===== config.mk =====
export PLATFORM = sky130hd
export DESIGN_NAME = ifu_fetch
export DESIGN_NICKNAME = d
export VERILOG_FILES = /design/src/rtl/ifu_fetch.sv
export SDC_FILE = /design/constraint.sdc
export NUM_CORES = 1
export LEC_CHECK = 0
export BUFFER_PORTS_ARGS = -buffer_cell sky130_fd_sc_hd__buf_4
export CAP_MARGIN = 20
export CORE_ASPECT_RATIO = 1.25
export CORE_MARGIN = 5
export CORE_UTILIZATION = 30
export DETAILED_ROUTE_END_ITERATION = 6
export HOLD_SLACK_MARGIN = 0.08
export PLACE_DENSITY_LB_ADDON = 0.08
export SLEW_MARGIN = 20
export SYNTH_ARGS = -nofsm -noshare
export SYNTH_HDL_FRONTEND = slang
export SYNTH_SLANG_ARGS = --single-unit

===== constraint.sdc =====
create_clock -name clk -period 3.6 [get_ports clk]
set_clock_uncertainty 0.2 [all_clocks]
set_input_delay 0.54 -clock clk [delete_from_list [all_inputs] [get_ports clk]]
set_output_delay 0.54 -clock clk [all_outputs]
set_load 0.05 [all_outputs]

===== src/rtl/ifu_fetch.sv =====
// Instruction fetch unit: owns the PC, issues single-outstanding word fetches and buffers {pc, inst} for decode.
// Optional build macro IFU_MISALIGN_CHK_EN: misaligned redirects set a sticky error and halt fetch.
module ifu_fetch #(
    parameter logic [31:0] RESET_PC   = 32'h8000_0000,
    parameter int unsigned FIFO_DEPTH = 2
) (
    input  logic        clk,
    input  logic        rst_n,
    input  logic        redirect_valid,
    input  logic [31:0] redirect_pc,
    output logic        imem_req_valid,
    output logic [31:0] imem_req_addr,
    input  logic        imem_req_ready,
    input  logic        imem_rsp_valid,
    input  logic [31:0] imem_rsp_data,
    output logic        inst_valid,
    output logic [31:0] inst,
    output logic [31:0] inst_pc,
    input  logic        inst_ready,
    output logic        misalign_err
);

    localparam int unsigned AW = (FIFO_DEPTH > 1) ? $clog2(FIFO_DEPTH) : 1;
    localparam int unsigned CW = AW + 1;
    localparam logic [31:0] NOP = 32'h0000_0013;

`ifdef IFU_MISALIGN_CHK_EN
    typedef enum logic [1:0] {S_REQ, S_WAIT, S_STALL, S_HALT} state_t;
`else
    typedef enum logic [1:0] {S_REQ, S_WAIT, S_STALL} state_t;
`endif

    state_t          state_q, state_d;
    logic [31:0]     fetch_pc_q, fetch_pc_d;
    logic [31:0]     req_addr_q, req_addr_d;
    logic            req_valid_q, req_valid_d;
    logic            drop_q, drop_d;
    logic [CW-1:0]   count_q, count_d;
    logic [AW-1:0]   rd_ptr_q, rd_ptr_d;
    logic [AW-1:0]   wr_ptr_q, wr_ptr_d;

    logic [31:0]     pc_mem   [FIFO_DEPTH];
    logic [31:0]     inst_mem [FIFO_DEPTH];

    logic            redir;
    logic [31:0]     redir_pc;
    logic            fire;
    logic            push;
    logic            pop;
    logic            outstanding;
    logic [CW-1:0]   count_after;
    logic            room_after;

`ifdef IFU_MISALIGN_CHK_EN
    logic            misalign_q, misalign_d;
    logic            halt_pend_q, halt_pend_d;
    logic            redir_misaligned;

    // Once the error is latched, fetch is frozen and further redirects are ignored.
    assign redir            = redirect_valid & ~misalign_q;
    assign redir_pc         = redirect_pc;
    assign redir_misaligned = redir & (redirect_pc[1:0] != 2'b00);
    assign misalign_err     = misalign_q;
`else
    logic            unused_redir_lsb;

    assign redir            = redirect_valid;
    assign redir_pc         = {redirect_pc[31:2], 2'b00};
    assign unused_redir_lsb = ^redirect_pc[1:0];
    assign misalign_err     = 1'b0;
`endif

    assign inst_valid     = (count_q != '0);
    assign inst           = inst_valid ? inst_mem[rd_ptr_q] : NOP;
    assign inst_pc        = inst_valid ? pc_mem[rd_ptr_q] : 32'h0;
    assign imem_req_valid = req_valid_q;
    assign imem_req_addr  = req_valid_q ? fetch_pc_q : 32'h0;

    assign fire        = req_valid_q & imem_req_ready;
    assign push        = (state_q == S_WAIT) & imem_rsp_valid & ~drop_q & ~redir;
    assign pop         = inst_valid & inst_ready & ~redir;
    assign count_after = count_q + CW'(push) - CW'(pop);
    assign room_after  = (count_after < CW'(FIFO_DEPTH));
    // A response arriving in the redirect cycle is simply discarded, so it no longer counts as outstanding.
    assign outstanding = fire | ((state_q == S_WAIT) & ~imem_rsp_valid);

    always_comb begin
        state_d    = state_q;
        fetch_pc_d = fetch_pc_q;
        req_addr_d = req_addr_q;
        drop_d     = drop_q;
        count_d    = count_after;
        rd_ptr_d   = rd_ptr_q + AW'(pop);
        wr_ptr_d   = wr_ptr_q + AW'(push);
`ifdef IFU_MISALIGN_CHK_EN
        misalign_d  = misalign_q;
        halt_pend_d = halt_pend_q;
`endif

        case (state_q)
            S_REQ: begin
                if (fire) begin
                    fetch_pc_d = fetch_pc_q + 32'd4;
                    req_addr_d = fetch_pc_q;
                    state_d    = S_WAIT;
                end
            end
            S_WAIT: begin
                if (imem_rsp_valid) begin
                    drop_d = 1'b0;
`ifdef IFU_MISALIGN_CHK_EN
                    if (halt_pend_q) begin
                        state_d     = S_HALT;
                        halt_pend_d = 1'b0;
                    end else
`endif
                    if (room_after) begin
                        state_d = S_REQ;
                    end else begin
                        state_d = S_STALL;
                    end
                end
            end
            S_STALL: begin
                if (pop) begin
                    state_d = S_REQ;
                end
            end
`ifdef IFU_MISALIGN_CHK_EN
            S_HALT: begin
                state_d = S_HALT;
            end
`endif
            default: begin
                state_d = S_REQ;
            end
        endcase

        if (redir) begin
            count_d    = '0;
            rd_ptr_d   = '0;
            wr_ptr_d   = '0;
            fetch_pc_d = redir_pc;
            drop_d     = outstanding;
            state_d    = outstanding ? S_WAIT : S_REQ;
`ifdef IFU_MISALIGN_CHK_EN
            if (redir_misaligned) begin
                misalign_d = 1'b1;
                if (outstanding) begin
                    halt_pend_d = 1'b1;
                end else begin
                    state_d = S_HALT;
                end
            end
`endif
        end

        req_valid_d = (state_d == S_REQ);
    end

    always_ff @(posedge clk or negedge rst_n) begin
        if (!rst_n) begin
            state_q     <= S_REQ;
            fetch_pc_q  <= RESET_PC;
            req_addr_q  <= 32'h0;
            req_valid_q <= 1'b0;
            drop_q      <= 1'b0;
            count_q     <= '0;
            rd_ptr_q    <= '0;
            wr_ptr_q    <= '0;
`ifdef IFU_MISALIGN_CHK_EN
            misalign_q  <= 1'b0;
            halt_pend_q <= 1'b0;
`endif
        end else begin
            state_q     <= state_d;
            fetch_pc_q  <= fetch_pc_d;
            req_addr_q  <= req_addr_d;
            req_valid_q <= req_valid_d;
            drop_q      <= drop_d;
            count_q     <= count_d;
            rd_ptr_q    <= rd_ptr_d;
            wr_ptr_q    <= wr_ptr_d;
`ifdef IFU_MISALIGN_CHK_EN
            misalign_q  <= misalign_d;
            halt_pend_q <= halt_pend_d;
`endif
        end
    end

    // Buffer storage needs no reset; occupancy is tracked by count_q.
    always_ff @(posedge clk) begin
        if (push) begin
            pc_mem[wr_ptr_q]   <= req_addr_q;
            inst_mem[wr_ptr_q] <= imem_rsp_data;
        end
    end

endmodule


Yosys cells after proc, flatten, opt, wreduce, memory -nomap -nowiden
Memory sizes are Yosys's and may differ from the RTL's.
Index checks and enable logic that the tools add are counted.
Widths: inputs -> output; s select.
- input port bits: 70
- ROM bits: 0
- memories kept: 2
- output and inout bits: 99
- flip-flop bits (word level): 72
- RAM bits: 128
- latch bits: 0
- memory list (name ; depth ; bits a word ; read ports ; clocked after memory_dff ; wr ports ; line ; text):
    inst_mem ; 2 ; 32 ; 1 ; 0 ; 1 ; 43 ; logic [31:0] inst_mem [FIFO_DEPTH];
    pc_mem ; 2 ; 32 ; 1 ; 0 ; 1 ; 42 ; logic [31:0] pc_mem [FIFO_DEPTH];
- order comparisons: 1
- bitwise operators: 11
- shift operators: 0
- multiply operators: 0
- eq/ne operators: 2
- div/mod/pow operators: 0
- multiplexer cells: 21
- add/subtract/negate cells: 5
- reduce and logical (&&, ||, !) cells: 10
- operators with widths (cell ; count):
    $mux 32 ; 6
    $add 32x3->32 const B ; 1
    $mux 2 ; 6
    $reduce_bool 2->1 ; 5
    $mux 1 ; 8
    $and 1x1->1 ; 7
    $pmux 2 s3 ; 1
    $reduce_and 2->1 ; 3
    $logic_not 2->1 ; 2
    $not 1->1 ; 3
    $add 1x1->1 ; 2
    $add 2x1->2 ; 1
    $eq 2x1->1 const B ; 1
    $eq 2x2->1 const B ; 1
    $lt 2x2->1 const B ; 1
    $sub 2x1->2 ; 1
    $or 1x1->1 ; 1

Depth between registers and ports, before layout
Gate-level depths: netlist of the first run.
- depth after elaboration: 12
- depth in mapped cells: 11

Worst setup path before layout of the first run
No wires, ideal clock.
- path kind: input to register
- start point: in redirect_valid
- end point: mem inst_mem[1][0], enable pin
- setup slack: 228 ps
- data required time: 2973 ps
- data arrival time: 2745 ps
- stages: 6
- cells stage by stage: clkbuf_1 > clkbuf_1 > nor2_1 > nand3_1 > inv_1 > ha_1
- cells in the longest elaborated chain, start to end: 4
- ends and longest elaborated chain (element ; line ; text):
    start: declaration ; 9 ; input logic redirect_valid,
    $not 1->1 ; 80 ; assign push = (state_q == S_WAIT) & imem_rsp_valid & ~drop_q & ~redir;
    $and 1x1->1 ; 80 ;
    $mux 1 ; 193 ; if (push) begin
    $mux 1 (implied by the code) ; 195 ; inst_mem[wr_ptr_q] <= imem_rsp_data;
    end: declaration ; 43 ;
Every way passes these cells.

Final worst setup path of the first run
- start point: reg rd_ptr_q
- end point: out inst[14]
- cells in the longest elaborated chain, start to end: 2
- ends and longest elaborated chain (element ; line ; text):
    start: declaration ; 39 ; logic [AW-1:0] rd_ptr_q, rd_ptr_d;
    start signal: assignment ; 182 ; rd_ptr_q <= rd_ptr_d;
    $mem_v2 2x32 ; -- ;
    $mux 32 ; 74 ; assign inst = inst_valid ? inst_mem[rd_ptr_q] : NOP;
    end: declaration ; 17 ; output logic [31:0] inst,
Every way passes these cells.

==> metrics.txt, run 1 <==
setup TNS 0 ns; DR DRC count 0; Post-synth ARST share between 30% and 40%; status finished, final reports clean; vias about 5700; sequential area share after synthesis 65.9%; # IOs approximately 170; CP peak stage delay ~0.86 ns; fin crit period around 2.9 ns; pin count of the biggest net entering global routing 69; Hold Path Origin imem_rsp_data[11]; leading area contributor after synthesis edfxtp_1; Routed Antenna Nets 0; Layout fillers roughly 2600; critical path type flip-flop to output port; post-synthesis register bit count around 190; final setup fails 0; R2R Path Start state_q[1]; most frequent cell after synthesis edfxtp_1; CP bufs+invs 2; Num CTS Buffers 17; Syn. warnings 0; overall global routing resource usage 13.5%; layout cells sized above 1 24.8%; Post-synth EDFFs 124; slowest CP cell dfrtp_4; Root Driver clkbuf_16; Critical Path AT roughly 2.1 ns; final hold violations 0; Nets 920; Max-slew headroom between 30% and 40%; critical path capture point type output port; largest cells by area after synthesis edfxtp_1, dfrtp_1, mux2i_1, nand2_1, nor2_1; share of the synthesized area in the top cell type between 40% and 50%; Peak supply drop 280 uV; drt first pass iters 4; row cnt 67; Worst Setup Start Kind flip-flop; Initial DRC Count approximately 260; drt wl/cell 17.5 um; CTS clk-pin slew, worst paths approximately 0.080 ns; area growth from synthesis to layout 29.6%; Finished Layout Cells between 1000 and 1500; Worst-Margin Slew 0.976 ns; max-slew violation count 0; Initial Utilization a little under a third; RSZ-0062 raised after global routing no; die area 0.0309 mm^2; drt via density around 4.7; Die Span Y 195 um; Longest Clk Path Bufs 2; port bufs about 160; CP delay by family, top flip-flops; fmax 350 MHz; core area roughly 0.027 mm^2; # placed instances approximately 1200; crit path from rd_ptr_q; Crit Path Max Fanout 34; number of global-route vias before repair about 5900; gpl congestion about 0.78; detailed placement HPWL between 10 and 15 mm; CP Data Required Time roughly 2.9 ns; leakage 4.14 nW; mapped cell area between 0.008 and 0.009 mm^2; distinct cell type count after synthesis 48; CTS Sinks roughly 190; CTS tree yes; Worst Hold Class input pin to flip-flop; Die X 158 um; power per cell area 633 mW/mm^2; fin crit share about 79%; post-synthesis cell count 674; Synth Area per Inst roughly 12 um^2; first-pass GRT wire length approximately 33 mm; Remaining Overflow, GRT 0; Max Cap Viol 0; H-tree levels 4; initial antenna violation count 0; worst-path cell chain buf_12 -> mux2i_1 -> nor2_1 -> buf_4; Primary FF master, synth edfxtp_1; postcts setup bufs 0; most frequent cells after synthesis edfxtp_1, nand2_1, nor2_1, dfrtp_1, mux2i_1; total wire length 21.0 mm; Clock Latency Late Sink around 0.42 ns
-- cell families (layout without fill, tap and decap cells) --
group,Yosys count,in the layout,share of synthesized area [%]
and+or+nand+nor,297,297,17.1
DFF,192,192,65.9
muxes,63,63,7.66
other,1,6,0.0456
adders and majority gates,5,5,0.760
buffers and inverters,51,231,2.77
AOI/OAI and AO/OA,56,56,4.62
xor gates and xnor gates,9,9,1.14
-- worst register-to-register path, delay by kind of cell (launching register included) --
family | cells | cell delay, ns
simple gates | 3 | 1.88
flops | 1 | 0.46
compound gates | 1 | 0.17
-- flip-flops by register name, indices dropped and copies added, names as in the netlist --
register / cells
state_q: 2
req_addr_q: 30
drop_q: 1
wr_ptr_q: 1
fetch_pc_q: 30
count_q: 2
pc_mem: 60
inst_mem: 64
imem_req_valid: 1
rd_ptr_q: 1
-- power by group --
| part | internal (mW) | leakage [nW] | switching (mW) |
|---|---|---|---|
| logic | 0.599 | 1.90 | 1.25 |
| registers | 2.73 | 1.95 | 0.241 |
| clock network | 1.04 | 0.295 | 0.907 |
-- layout make-up --
class	instances	area [um^2]	area share, %
inverter	9	33.8	0.317
tap	345	432	4.05
timing repair buffer	190	1510	14.1
antenna	1	2.50	0.0235
clock inverter	14	166	1.56
clock buffer	18	450	4.22
multi-input combinational	435	2650	24.8
sequential	192	5430	50.9
-- worst paths after layout --
kind | slack, ns | cells after the start | to
min in group asynchronous | 0.58 | 2 | req_addr_q[28]
worst min register to register | 0.28 | 0 | pc_mem[1][15]
worst max-delay path | 0.74 | 4 | inst[14]
worst min-delay path | 0.10 | 1 | inst_mem[1][11]
max in group asynchronous | 1.92 | 2 | rd_ptr_q
worst max register to register | 0.81 | 4 | fetch_pc_q[23]
-- through the flow --
stage	setup slack, ns	power [mW]	utilization [%]	cell area (um^2)	hold slack (ns)
after CTS	0.652	6.86	39.4	10600	0.0803
after floorplan	0.228	4.20	-	8250	0.0444
after global routing	0.590	7.10	39.6	10700	0.0804
after detailed placement	0.696	4.89	36.7	9870	0.258
after global placement	0.737	4.85	36.7	9870	0.251
final	0.743	6.76	39.6	10700	0.104
-- per-layer routing --
layer  global-route usage (%)  vias to the layer above  wire, um
met3                     2.66                       10       951
met1                     17.3                     2770      9220
met2                     23.3                      141     10700
met5                        0                        -         0
met4                     3.54                        0       208
li1                         -                     2742         -
-- cells in the final DEF (no fill, tap or decap), drive strengths merged, types with 18 or more instances in the layout --
master,n
dlygate4sd3,18
buf,172
dfrtp,67
edfxtp,124
clkbuf,18
and2,31
nand2,113
or4,19
nor2,80
mux2i,63
-- what timing repair did --
action	CTS	global route
hold endpoints to repair	22	14
hold buffers	11	7
gates resized for setup	0	0
setup endpoints to repair	0	0
No activity file was read; power rests on OpenSTA's default activity.
==> run 2: changes to the inputs <==
==> constraint.sdc (replaced) <==
create_clock -name clk -period 2.74 [get_ports clk]
set_clock_uncertainty 0.2 [all_clocks]
set_input_delay 0.411 -clock clk [delete_from_list [all_inputs] [get_ports clk]]
set_output_delay 0.411 -clock clk [all_outputs]
set_load 0.05 [all_outputs]
==> metrics.txt, run 2 (same netlist as run 1, synthesis figures left out) <==
Die Span Y 195 um (unchanged); CTS Sinks 192 (unchanged); drt via density 4.62 (-1.7%); RSZ-0062 raised after global routing no; gpl congestion 0.781 (+0.15%); total wire length 21.2 mm (+0.88%); detailed placement HPWL 14.6 mm (+0.27%); status finished, final reports clean; Routed Antenna Nets 0 (unchanged); postcts setup bufs 0 (unchanged); crit path from redirect_valid; Initial Utilization 30.6% (unchanged); R2R Path Start state_q[0]; fmax slightly below 400 MHz; Reg with most FFs inst_mem; max-slew violation count 0 (unchanged); Util after Layout 41.7% (+2.0 points); CP Data Required Time 2.84 ns (-0.02 ns); R2R cell count 4 (unchanged); Remaining Overflow, GRT 0 (unchanged); drt first pass iters 4 (unchanged); Critical Path Sink imem_req_valid; DR DRC count 0 (unchanged); diode count 0 (-1); area growth from synthesis to layout 36.2%; layout cells sized above 1 24.4% (-0.45 points); Initial DRC Count 274 (+4.6%); PnR worst setup slack 0.165 ns (-0.578 ns); Peak supply drop 383 uV (+37%); hold_ws 0.128 ns (+0.0239 ns); pin count of the biggest net entering global routing 45 (-35%); share of power burned in registers 43.9% (about the same); # IOs 169 (unchanged); Critical Path AT 2.68 ns (+0.56 ns); number of global-route vias before repair 6180 (+5.6%); Clock Latency Late Sink 0.42 ns (about the same); critical path capture point type flip-flop; CTS tree yes; final hold violations 0 (unchanged); Switch Pwr 3.07 mW (+28%); commonest cells after routing, fill and taps aside buf_4, edfxtp_1, nand2_1, nor2_1, dfrtp_1; core area 0.0269 mm^2 (unchanged); largest registers inst_mem: 64 flops, pc_mem: 60 flops; leakage 4.39 nW (+6.0%); port bufs 161 (unchanged); Root Driver clkbuf_16; Max Cap Viol 0 (unchanged); power per cell area 788 mW/mm^2 (+24%); Worst-Margin Slew 0.641 ns (-0.335 ns); Worst Hold Class input pin to flip-flop; drt wl/cell 16.8 um (-3.6%); die area 0.0309 mm^2 (unchanged); overall global routing resource usage 13.8% (+0.31 points); most common cell after layout, fill and taps aside buf_4; number of flip-flops in the largest register 64 (unchanged); post-CTS sizing 0 (unchanged); first-pass GRT wire length 33.5 mm (+2.8%); final setup fails 0 (unchanged); H-tree levels 4 (unchanged); vias 5826 (+2.9%); slowest CP cell dlygate4sd3_1; initial antenna violation count 0 (unchanged); Nets 977 (+6.2%); fin crit period 2.58 ns; critical path type input pin to flip-flop; row cnt 67 (unchanged); Int Pwr 5.76 mW (+32%); combinational share of power 28.8% (+1.5 points); fin crit share a little over nine tenths; worst reg2reg endpoint fetch_pc_q[17]; hold_buf cts 64 (+53); CP peak stage delay 0.54 ns (-0.32 ns); switching share of power 34.8% (-0.71 points); Die X 158 um (unchanged); pre-CTS setup slack 0.191 ns (-0.505 ns); Num CTS Buffers 17 (unchanged); clock group share of total power 27.2% (-1.6 points); CTS clk-pin slew, worst paths 0.07 ns (about the same); Longest Clk Path Bufs 2 (unchanged); Worst Setup Start Kind input pin; Crit Path Max Fanout 10 (-71%); worst-path cell chain dlygate4sd3_1 -> buf_4 -> nor2_1 -> nand3_1 -> ha_1 -> inv_1 -> ha_1 -> xor3_1 -> a32oi_1 -> a211oi_1 -> nor2_1; Max-slew headroom 57.3% (+22 points); Worst R2R Setup Slack 0.17 ns (-0.64 ns)
[run 2: cell types whose count changed in the layout (fill, tap and decap cells not counted), sizes merged]
cell,delta
clkinv,+2
buf,+11
dlygate4sd3,+46
clkbuf,+3
clkinvlp,-1
diode,-1
inv,-4
[run 2: worst min-delay path by stage]
stage                     from             end  slack (ns)  cells after the start
3_3_place_gp    req_addr_q[16]   pc_mem[1][16]        0.25                      0
6_report       redirect_pc[29]  fetch_pc_q[29]        0.13                      3
3_5_place_dp     req_addr_q[7]    pc_mem[0][7]        0.26                      0
2_1_floorplan            rst_n      count_q[0]       -0.08                      0
4_1_cts        redirect_pc[29]  fetch_pc_q[29]        0.10                      3
5_1_grt        redirect_pc[29]  fetch_pc_q[29]        0.12                      3
[run 2: area by class of cell]
type,count,area (um^2)
multi-input combinational,435,2650
clock buffer,21,460
tap,345,432
fill,2592,15700
clock inverter,11,105
sequential,192,5430
timing repair buffer,247,2100
inverter,9,33.8
[run 2: stage by stage]
step	total power [mW]	cell area [um^2]	setup TNS, ns	std cells
after floorplan	5.52	8250	-62.37	678
after global placement	6.42	10000	0	1164
after detailed placement	6.46	10000	0	1164
after CTS	8.96	11200	0	1260
after global routing	9.29	11200	0	1260
final	8.83	11200	0	1260
[run 2: critical path: cells and delay by family]
kind	cells	cell delay, ns
compound gates	2	0.39
xor+xnor	1	0.29
fa+ha+maj	2	0.47
buf+inv	3	0.76
simple gates	3	0.33
[run 2: routing by layer]
metal  vias up  part of all wire, %  GRT usage, %
li1       2858                    -             -
met1      2817                   44          17.7
met2       139                   51          23.9
met3        12                  4.1          2.46
met4         0                  1.0          3.70
met5         -                    0             0
[run 2: power by group through the flow]
stage	logic (mW)	registers, mW	clock network, mW
after floorplan	1.68	3.84	0
after global placement	2.50	3.92	0
after detailed placement	2.52	3.94	0
after CTS	2.60	3.88	2.48
after global routing	2.76	3.94	2.60
final	2.55	3.88	2.40
==> run 3: changes to the inputs <==
--- a/config.mk
+++ b/config.mk
@@ -5,12 +5,12 @@
 export SDC_FILE = /design/constraint.sdc
 export NUM_CORES = 1
 export LEC_CHECK = 0
-export BUFFER_PORTS_ARGS = -buffer_cell sky130_fd_sc_hd__buf_4
 export CAP_MARGIN = 20
 export CORE_ASPECT_RATIO = 1.25
 export CORE_MARGIN = 5
 export CORE_UTILIZATION = 30
 export DETAILED_ROUTE_END_ITERATION = 6
+export DONT_BUFFER_PORTS = 1
 export HOLD_SLACK_MARGIN = 0.08
 export PLACE_DENSITY_LB_ADDON = 0.08
 export SLEW_MARGIN = 20
==> metrics.txt, run 3 (same netlist as run 1, synthesis figures left out) <==
Initial DRC Count 241 (-12%); leakage 3.96 nW (-9.9%); port bufs 0 (-100%); row cnt 67 (unchanged); layout cells sized above 1 15.7% (-8.7 points); overall global routing resource usage 13.9% (+0.066 points); Reg with most FFs inst_mem; total wire length 21.3 mm (+0.38%); initial antenna violation count 0 (unchanged); setup TNS 0 ns (unchanged); most common cell after layout, fill and taps aside edfxtp_1; max-slew violation count 0 (unchanged); CP Data Required Time 2.89 ns (+0.05 ns); commonest cells after routing, fill and taps aside edfxtp_1, nand2_1, buf_4, nor2_1, dlygate4sd3_1; fin crit period 2.64 ns (+0.0670 ns); vias 5551 (-4.7%); Die X 158 um (unchanged); CP bufs+invs 3 (unchanged); Nets 886 (-9.3%); core area 0.0269 mm^2 (unchanged); critical path type input pin to flip-flop; Peak supply drop 406 uV (+5.9%); fin crit share 96.4% (+2.4 points); Crit Path Max Fanout 46 (+36); die area 0.0309 mm^2 (unchanged); Max Cap Viol 0 (unchanged); fmax 378 MHz (-2.5%); DR DRC count 0 (unchanged); final setup fails 0 (unchanged); diode count 0 (unchanged); H-tree levels 4 (unchanged); critical path capture point type flip-flop; Die Span Y 195 um (unchanged); Max-slew headroom 58.9% (+1.7 points); Routed Antenna Nets 0 (unchanged); Worst Hold Class input pin to flip-flop; drt via density 4.75 (+2.7%); drt wl/cell 18.2 um (+8.2%); final hold violations 0 (unchanged); Longest Clk Path Bufs 2 (unchanged); Initial Utilization 30.6% (unchanged); CP delay by family, top buffers and inverters; Remaining Overflow, GRT 0 (unchanged); status finished, final reports clean; postcts setup bufs 0 (unchanged); CTS tree yes; Root Driver clkbuf_16; # IOs 169 (unchanged); pin count of the biggest net entering global routing 69 (+53%); slowest CP cell dlygate4sd3_1; number of flip-flops in the largest register 64 (unchanged); largest registers inst_mem: 64 flops, pc_mem: 60 flops; area growth from synthesis to layout 28.1%; first-pass GRT wire length 33.1 mm (-1.1%); CP peak stage delay 0.58 ns (+0.04 ns); worst-path cell chain dlygate4sd3_1 -> buf_12 -> nor2_1 -> nand3_1 -> ha_1 -> inv_1 -> ha_1 -> xor3_1 -> a32oi_1 -> a211oi_2 -> nor2_1; post-route design area 0.0105 mm^2 (-5.9%); Util after Layout 39.2% (-2.5 points); power per cell area 815 mW/mm^2 (+3.4%); CTS Sinks 192 (unchanged); RSZ-0062 raised after global routing no; Worst Setup Start Kind input pin; Worst-Margin Slew 0.620 ns (-0.0205 ns); placed standard-cell area 0.00925 mm^2 (-7.5%); number of global-route vias before repair 5928 (-4.1%); gpl congestion 0.776 (-0.68%); drt first pass iters 4 (unchanged); detailed placement HPWL 14.3 mm (-2.1%); Tot Pwr 8.59 mW (-2.7%); Num CTS Buffers 17 (unchanged); Critical Path AT 2.79 ns (+0.11 ns); Clock Latency Late Sink 0.43 ns (about the same); CTS clk-pin slew, worst paths 0.08 ns (about the same)
[run 3: where the power goes]
part | switching [mW] | internal, mW
combinational | 1.66 | 0.680
clock | 1.04 | 1.34
sequential | 0.289 | 3.59
[run 3: area by class of cell]
cell class                 instances  area [um^2]
sequential                       192         5430
clock inverter                     9         81.3
fill                            2619        16400
timing repair buffer             156         1440
clock buffer                      23          483
tap                              345          432
inverter                           9         33.8
multi-input combinational        435         2650
[run 3: repair_timing]
| action | in CTS | in global routing |
|---|---|---|
| endpoints found under the setup margin | 0 | 1 |
| hold endpoints to repair | 170 | 0 |
| resized for setup | 0 | 1 |
| hold buffers | 70 | 0 |
[run 3: stage by stage]
step                hold WS, ns  setup slack [ns]  instances
detailed placement      -0.0806             0.232       1067
finish                    0.114            0.0975       1169
floorplan               -0.0846            -0.503        678
global route              0.134            0.0186       1169
CTS                      0.0822             0.104       1169
global placement        -0.0804             0.257       1067
[run 3: path summary, 6_finish.rpt]
kind | from | endpoint | slack, ns | cells after the start
min | redirect_valid | fetch_pc_q[29] | 0.11 | 2
min in group asynchronous | rst_n | req_addr_q[24] | 0.33 | 2
min reg2reg | req_addr_q[25] | pc_mem[1][25] | 0.27 | 0
max reg2reg | state_q[0] | fetch_pc_q[17] | 0.23 | 4
max | redirect_valid | imem_req_valid | 0.1 | 11
max in group asynchronous | rst_n | rd_ptr_q | 1.68 | 2
[run 3: routing by layer]
metal	vias to the layer above	routed length, um	global-route usage [%]
met1	2710	9190	17.4
met2	151	10900	24.3
met3	12	956	2.55
met4	0	212	3.92
met5	-	0	0
li1	2678	-	-
